<file path="config.mk">
export PLATFORM = sky130hd
export DESIGN_NAME = mux_sel_sequencer
export DESIGN_NICKNAME = d
export VERILOG_FILES = /design/src/rtl/mux_sel_sequencer.sv
export SDC_FILE = /design/constraint.sdc
export NUM_CORES = 1
export LEC_CHECK = 0
export ABC_AREA = 1
export BUFFER_PORTS_ARGS = -buffer_cell sky130_fd_sc_hd__buf_4
export CORE_MARGIN = 5
export CORE_UTILIZATION = 47
export CTS_CLUSTER_SIZE = 24
export DETAILED_ROUTE_END_ITERATION = 6
export PLACE_DENSITY = 0.74
export SLEW_MARGIN = 25
export SYNTH_ARGS = -nofsm -noshare
export SYNTH_HDL_FRONTEND = slang
export SYNTH_SLANG_ARGS = --single-unit
</file>
<file path="constraint.sdc">
create_clock -name clk -period 1.3 [get_ports clk]
set_input_delay 0.13 -clock clk [delete_from_list [all_inputs] [get_ports clk]]
set_output_delay 0.13 -clock clk [all_outputs]
set_load 0.01 [all_outputs]
</file>
<file path="src/rtl/mux_sel_sequencer.sv">
// Serialiser front end for an 8:1 mux. It holds a handshaken word on i and steps s through every slot.
// Define MUX_SEQ_MSB_FIRST_EN to walk s from 7 down to 0. The default order is 0 up to 7.
module mux_sel_sequencer #(
  parameter int HOLD_CYC = 1
) (
  input  logic       clk,
  input  logic       rst,
  input  logic [7:0] din,
  input  logic       din_valid,
  output logic       din_ready,
  output logic [7:0] i,
  output logic [2:0] s,
  output logic       bit_valid,
  output logic       last,
  output logic       done
);

  localparam logic [0:0] IDLE = 1'b0;
  localparam logic [0:0] RUN  = 1'b1;
  localparam logic [7:0] HOLD_LAST = 8'(HOLD_CYC - 1);

`ifdef MUX_SEQ_MSB_FIRST_EN
  localparam logic [2:0] S_START = 3'd7;
  localparam logic [2:0] S_END   = 3'd0;
`else
  localparam logic [2:0] S_START = 3'd0;
  localparam logic [2:0] S_END   = 3'd7;
`endif

  logic [0:0] state_reg;
  logic [7:0] hold_cnt_reg;
  logic [2:0] s_next;
  logic       slot_end;
  logic       final_cycle;
  logic       xfer;

`ifdef MUX_SEQ_MSB_FIRST_EN
  assign s_next = s - 3'd1;
`else
  assign s_next = s + 3'd1;
`endif

  assign slot_end    = (hold_cnt_reg == HOLD_LAST);
  assign final_cycle = (state_reg == RUN) && (s == S_END) && slot_end;
  assign din_ready   = (state_reg == IDLE) || final_cycle;
  assign xfer        = din_valid && din_ready;
  assign bit_valid   = (state_reg == RUN);
  assign last        = bit_valid && (s == S_END);

  always_ff @(posedge clk or posedge rst) begin
    if (rst) begin
      state_reg    <= IDLE;
      hold_cnt_reg <= 8'd0;
      i            <= 8'h00;
      s            <= 3'd0;
      done         <= 1'b0;
    end else begin
      done <= final_cycle;
      if (xfer) begin
        // A transfer on the final cycle reloads in place, so back-to-back words stream without a gap.
        i            <= din;
        s            <= S_START;
        hold_cnt_reg <= 8'd0;
        state_reg    <= RUN;
      end else if (state_reg == RUN) begin
        if (slot_end) begin
          hold_cnt_reg <= 8'd0;
          if (s == S_END) begin
            state_reg <= IDLE;
          end else begin
            s <= s_next;
          end
        end else begin
          hold_cnt_reg <= hold_cnt_reg + 8'd1;
        end
      end
    end
  end

endmodule

</file>
==> metrics.csv, run 1 <==
stage,metric,value,unit
worst_setup_path,critical path class,flop to primary output,
placement,Setup Slack @ Placement,-116,ps
synthesis,Yosys top cell by area,dfrtp_1,
power_and_ir_drop,Power per Cell Area,1670,nW/µm²
clock_network,CTS Buffer Depth,2,
synthesis,syn avg cell area,8.38,µm²
outcome,status,finished with violations,
placement,Port Buf Inserts,25,
floorplanning,Ports,26,
timing,Fmax,0.673,GHz
clock_network,Max H-tree Level,1,
job,Max-cap violations,0,
synthesis,Yosys reg bits,21,
global_routing,vias in the first global route,1023,
routing,Routed WL per cell,12.5,µm
global_routing,initial antenna violation count,0,
placement,DP Area,1430,µm²
global_routing,maximum number of pins on one net before global-route repair,22,
timing,final setup fails,21,
synthesis,mapped cell area,1130,µm²
placement,Routability Congestion,0.793,
layout,"commonest cells after routing, fill and taps aside","buf_4, nand2_1, dfrtp_1",
worst_hold_path,worst hold path class,primary input to flop,
placement,HPWL after DPL,1890,µm
power_and_ir_drop,Logic pwr share,52.2,%
synthesis,Synth cell types,18,
floorplanning,Die X-Extent,59.1,µm
timing,final hold violation count,0,
global_routing,Overall Global Routing Usage,17.2,%
worst_setup_path,Startpoint Class,flop,
synthesis,syn nets,150,
worst_setup_path,"Req. time, crit path",1170,ps
timing,unrepaired setup endpoints after global routing,yes,
worst_setup_path,Critical Path AT,1360,ps
synthesis,Area contributors post-synth,"dfrtp_1, nand2_1, nand3_1",
global_routing,global-route wire length before repair,4620,µm
routing,DRT iter0 DRCs,27,
power_and_ir_drop,sw power,1030,µW
clock_network,worst skew pair latency,300,ps
routing,remaining antenna violation count,0,
floorplanning,Chip Height,59.1,µm
layout,layout cells sized above 1,42.9,%
worst_setup_path,critical-path maximum fanout,3,
routing,Via density,4.80,
timing,period utilization,114,%
power_and_ir_drop,P_leak,0.000861,µW
power_and_ir_drop,sw frac,38.2,%
timing,post-route setup slack,-186,ps
floorplanning,Die Area,3490,µm²
clock_network,TritonCTS clock tree,done,
layout,fin nets,198,
synthesis,Synth top area share,46.5,%
routing,drt pass-1 iters,4,
synthesis,Syn. warnings,0,
layout,"commonest non-fill, non-tap cell in the layout",buf_4,
layout,Ant. Diodes,0,
worst_setup_path,crit end category,primary output,
global_routing,grt ovf,0,
floorplanning,# rows,17,
clock_network,Num CTS Buffers,3,
synthesis,Post-Syn Instances,135,
clock_network,CTS Sinks,21,
timing,Slew @ Worst Pin,272,ps
routing,Vias,1007,
layout,Final Util,71.6,%
timing,Final min period,1490,ps
outcome,violated checks,setup timing,
timing,Slew Limit Headroom,81.9,%
floorplanning,Core ar.,2250,µm²
routing,Routed WL,2630,µm
layout,cell area after layout,1610,µm²
timing,final clock skew,4.22,ps
layout,area added between synthesis and finish,42.7,%
floorplanning,Initial Util,50.2,%
power_and_ir_drop,clock share of power,11.7,%
power_and_ir_drop,register share of total power,36.1,%
routing,DRC violations left,0,
timing,"Slew Viols, Final",0,
synthesis,"Seq/Total Area, Yosys",46.5,%
clock_network,Clock Tree Root,clkbuf_4,
clock_network,Worst-path clk slew,120,ps
power_and_ir_drop,worst vdd ir,0.00122,V
power_and_ir_drop,P_int,1670,µW
[synthesized netlist by cell type]
master    count
nand3_2       2
buf_6         3
ha_1          4
inv_1        13
nand2_1      39
nand4_1       4
nand3b_1      2
inv_4         1
inv_2         4
a21oi_2       1
xor2_1        4
nand2_2       3
nand2_4       1
nor2_4        4
nor2_1       15
dfrtp_1      21
o21ai_0       2
nand3_1      12
[metrics by stage]
stage	hold WS [ps]	instances	TNS [ps]	power, µW
after floorplan	107	135	0	1670
after global placement	180	197	-487	2200
after detailed placement	193	197	-1260	2260
after CTS	46.0	208	-2680	2710
after global routing	36.6	210	-4210	2930
final	52.5	210	-2510	2700
[layer usage]
metal	global-route usage, %	share of wire (%)	up-vias
li1	-	-	513
met1	21.7	42	473
met2	30.9	54	17
met3	2.61	3.4	4
met4	3.88	1.2	0
met5	0	0	-
[worst paths after layout]
path	startpoint	endpoint	slack [ps]	cells past startpoint
worst max register to register	s[0]	i[6]	-150	8
max in group asynchronous	rst	hold_cnt_reg[1]	680	4
min in group asynchronous	rst	i[3]	410	4
worst min register to register	i[0]	i[0]	490	2
worst min-delay path	din[2]	i[2]	50	3
worst max-delay path	s[0]	din_ready	-190	5
[final cells by class]
| type | count | area (µm²) |
|---|---|---|
| inverters | 18 | 70.1 |
| repair buffers | 45 | 363 |
| clock inverters | 1 | 5.00 |
| multi-input cells | 94 | 593 |
| clock buffers | 3 | 22.5 |
| fillers | 179 | 641 |
| flip-flops and latches | 21 | 526 |
| well taps | 28 | 35.0 |
[kinds of logic after synthesis]
kind of cell               count (synthesis)  share of synthesized area [%]
and+or+nand+nor                           82                           35.2
buffers and inverters                     21                           9.18
DFF                                       21                           46.5
xor gates and xnor gates                   4                           3.10
adders and majority gates                  4                           4.42
AOI/OAI and AO/OA                          3                           1.66
[power by group through the flow]
| stage | Clock, µW | Combinational, µW | Sequential (µW) |
|---|---|---|---|
| floorplan | 0 | 611 | 1060 |
| global placement | 0 | 1220 | 974 |
| detailed placement | 0 | 1270 | 989 |
| CTS | 320 | 1410 | 980 |
| global route | 364 | 1560 | 1010 |
| finish | 315 | 1410 | 975 |
[worst max-delay path: stages, from the launching register on]
cell and delay, ps:
dfrtp_1 420, ha_2 200, ha_4 170, nand3_4 90, nand2_4 50, buf_6 120
[repair_timing]
item	in CTS	in global routing
pin swaps	9	12
hold endpoints to repair	21	0
endpoints found under the setup margin	19	22
hold buffers	1	0
buffers inserted	5	2
gates resized for setup	14	12
cloned	1	0
Power figures use the tool's default switching activity.
==> inputs of run 2 (changes only) <==
--- a/config.mk
+++ b/config.mk
@@ -8,10 +8,10 @@
 export ABC_AREA = 1
 export BUFFER_PORTS_ARGS = -buffer_cell sky130_fd_sc_hd__buf_4
 export CORE_MARGIN = 5
-export CORE_UTILIZATION = 47
+export CORE_UTILIZATION = 45
 export CTS_CLUSTER_SIZE = 24
 export DETAILED_ROUTE_END_ITERATION = 6
-export PLACE_DENSITY = 0.74
+export PLACE_DENSITY = 0.71
 export SLEW_MARGIN = 25
 export SYNTH_ARGS = -nofsm -noshare
 export SYNTH_HDL_FRONTEND = slang
==> run 2 against run 1 <==
Against the previous run: the run still ends with setup timing left; die area is 3.7% higher; via count increased by 0.30%; final area shrank 0.70%; worst setup slack lost 20 ps; core utilization fell by 5.7 points; highest routed layer unchanged; global-route usage down 2.4 points; fmax fell by 1.3%.
==> metrics.csv, run 2 (same netlist as run 1, synthesis figures left out) <==
stage,metric,value,unit,change
timing,final hold violation count,0,,unchanged
routing,drt pass-1 iters,4,,unchanged
clock_network,Max H-tree Level,1,,unchanged
global_routing,global-route wire length before repair,4060,µm,-12%
timing,"Slew Viols, Final",0,,unchanged
floorplanning,Initial Util,46.5,%,-3.7 points
routing,DRC violations left,0,,unchanged
timing,period utilization,116,%,+1.6 points
worst_hold_path,Hold Path Depth,3,,unchanged
clock_network,worst skew pair latency,310,ps,about the same
clock_network,Num CTS Buffers,3,,unchanged
timing,post-route setup slack,-206,ps,-20.3 ps
layout,Ant. Diodes,0,,unchanged
worst_setup_path,"Req. time, crit path",1170,ps,about the same
worst_hold_path,Hold Crit Start,din[7],,
floorplanning,# rows,18,,+1
worst_setup_path,critical-path maximum fanout,3,,unchanged
worst_setup_path,CP bufs+invs,1,,unchanged
floorplanning,Ports,26,,unchanged
global_routing,maximum number of pins on one net before global-route repair,22,,unchanged
routing,Routed WL,2550,µm,-3.0%
global_routing,vias in the first global route,951,,-7.0%
worst_setup_path,crit end category,primary output,,
power_and_ir_drop,P_leak,0.000846,µW,-1.7%
floorplanning,Core ar.,2430,µm²,+7.9%
routing,remaining antenna violation count,0,,unchanged
layout,fill cell instance count of the final layout,203,,+13%
clock_network,TritonCTS clock tree,done,,
worst_setup_path,Startpoint Class,flop,,
floorplanning,Chip Height,60.1,µm,+1.8%
routing,Routed WL per cell,12.1,µm,-3.0%
placement,Setup Slack @ Placement,-82.4,ps,+33.7 ps
timing,final setup fails,19,,-9.5%
routing,Vias,1010,,+0.30%
worst_setup_path,"delay-heaviest family, CP",flip-flops,,
floorplanning,Die Area,3620,µm²,+3.7%
layout,Final Util,65.9,%,-5.7 points
worst_setup_path,worst r2r path cells,8,,unchanged
job,Max-cap violations,0,,unchanged
global_routing,initial antenna violation count,0,,unchanged
timing,unrepaired setup endpoints after global routing,yes,,
worst_setup_path,slowest cell on the critical path,dfrtp_1,,
timing,Final min period,1510,ps,+20.3 ps
floorplanning,Die X-Extent,60.1,µm,+1.8%
layout,"commonest non-fill, non-tap cell in the layout",nand2_1,,
clock_network,Clock Tree Root,clkbuf_4,,
worst_setup_path,"Cell Chain, Critical Path",ha_2 -> ha_4 -> nand3_2 -> nand2_2 -> buf_6,,
timing,Slew Limit Headroom,82.2,%,+0.29 points
placement,Routability Congestion,0.803,,+1.3%
power_and_ir_drop,Power per Cell Area,1730,nW/µm²,+3.6%
layout,Register Area,526,µm²,unchanged
worst_setup_path,R2R Path Start,s[1],,
worst_setup_path,crit-path max cell delay,410,ps,about the same
timing,Fmax,0.664,GHz,-1.3%
routing,DRT iter0 DRCs,22,,-19%
layout,area taken by multi-input logic gates,583,µm²,-1.7%
global_routing,grt ovf,0,,unchanged
outcome,violated checks,setup timing,,
power_and_ir_drop,worst vdd ir,0.00162,V,+33%
placement,HPWL after DPL,1840,µm,-2.8%
worst_setup_path,Critical Path AT,1380,ps,+20 ps
layout,"commonest cells after routing, fill and taps aside","nand2_1, buf_4, dfrtp_1",,
outcome,status,finished with violations,,
power_and_ir_drop,Tot Pwr,2780,µW,+2.9%
worst_hold_path,worst hold path class,primary input to flop,,
layout,layout cells sized above 1,41.7,%,-1.2 points
clock_network,CTS Buffer Depth,2,,unchanged
worst_setup_path,Critical Path Stages,5,,unchanged
worst_setup_path,r2r endpoint,i[3],,
routing,Via density,4.81,,+0.30%
worst_setup_path,flop2flop setup slack,-170,ps,-20 ps
timing,Slew @ Worst Pin,268,ps,-4.31 ps
worst_hold_path,Hold Path End,i[7],,
placement,Port Buf Inserts,25,,unchanged
timing,final clock skew,1.75,ps,-2.48 ps
global_routing,Overall Global Routing Usage,14.8,%,-2.4 points
layout,area added between synthesis and finish,41.7,%,
worst_setup_path,critical path class,flop to primary output,,
clock_network,CTS Sinks,21,,unchanged
layout,fin nets,196,,-1.0%
clock_network,Worst-path clk slew,120,ps,about the same
-- run 2: area by class of cell --
class                           count  area share [%]
Timing Repair Buffer               44            22.4
Sequential cell                    21            32.8
Clock inverter                      1           0.312
Multi-Input combinational cell     93            36.4
Tap cell                           30            2.34
Inverter                           18            4.37
Clock buffer                        3            1.41
-- run 2: through the flow --
| stage | area (µm²) | std cells | TNS (ps) | hold WS [ps] |
|---|---|---|---|---|
| after floorplan | 1150 | 135 | 0 | 107 |
| after global placement | 1430 | 199 | -261 | 179 |
| after detailed placement | 1430 | 199 | -860 | 189 |
| after CTS | 1530 | 207 | -2360 | 39.5 |
| after global routing | 1600 | 210 | -4240 | 43.4 |
| final | 1600 | 210 | -2370 | 46.9 |
-- run 2: how the worst max path moves through the flow --
stage                    start         to
6_report                  s[1]  din_ready
5_1_grt        hold_cnt_reg[0]  din_ready
4_1_cts        hold_cnt_reg[1]  din_ready
3_5_place_dp   hold_cnt_reg[0]       s[0]
3_3_place_gp   hold_cnt_reg[0]       i[4]
2_1_floorplan             s[0]       i[4]
-- run 2: where the power goes --
part | switching (µW) | internal (µW)
clock network | 203 | 115
registers | 115 | 842
logic | 723 | 781
-- run 2: repair_timing --
action | CTS | global route
resized for setup | 8 | 15
setup endpoints to repair | 19 | 22
endpoints found under the hold margin | 21 | 0
pin swaps | 8 | 11
hold buffers | 1 | 0
setup buffers | 3 | 4
-- run 2: metal layers --
metal | vias up | GRT usage [%] | share of wire, %
li1 | 509 | - | -
met1 | 461 | 17.2 | 38
met2 | 28 | 27.2 | 54
met3 | 12 | 1.94 | 4.1
met4 | 0 | 5.70 | 3.6
met5 | - | 0 | 0
-- run 2: tightest hold or removal path: stages --
cell and delay [ps]:
buf_4 80, nand3_1 60, nand2_1 60
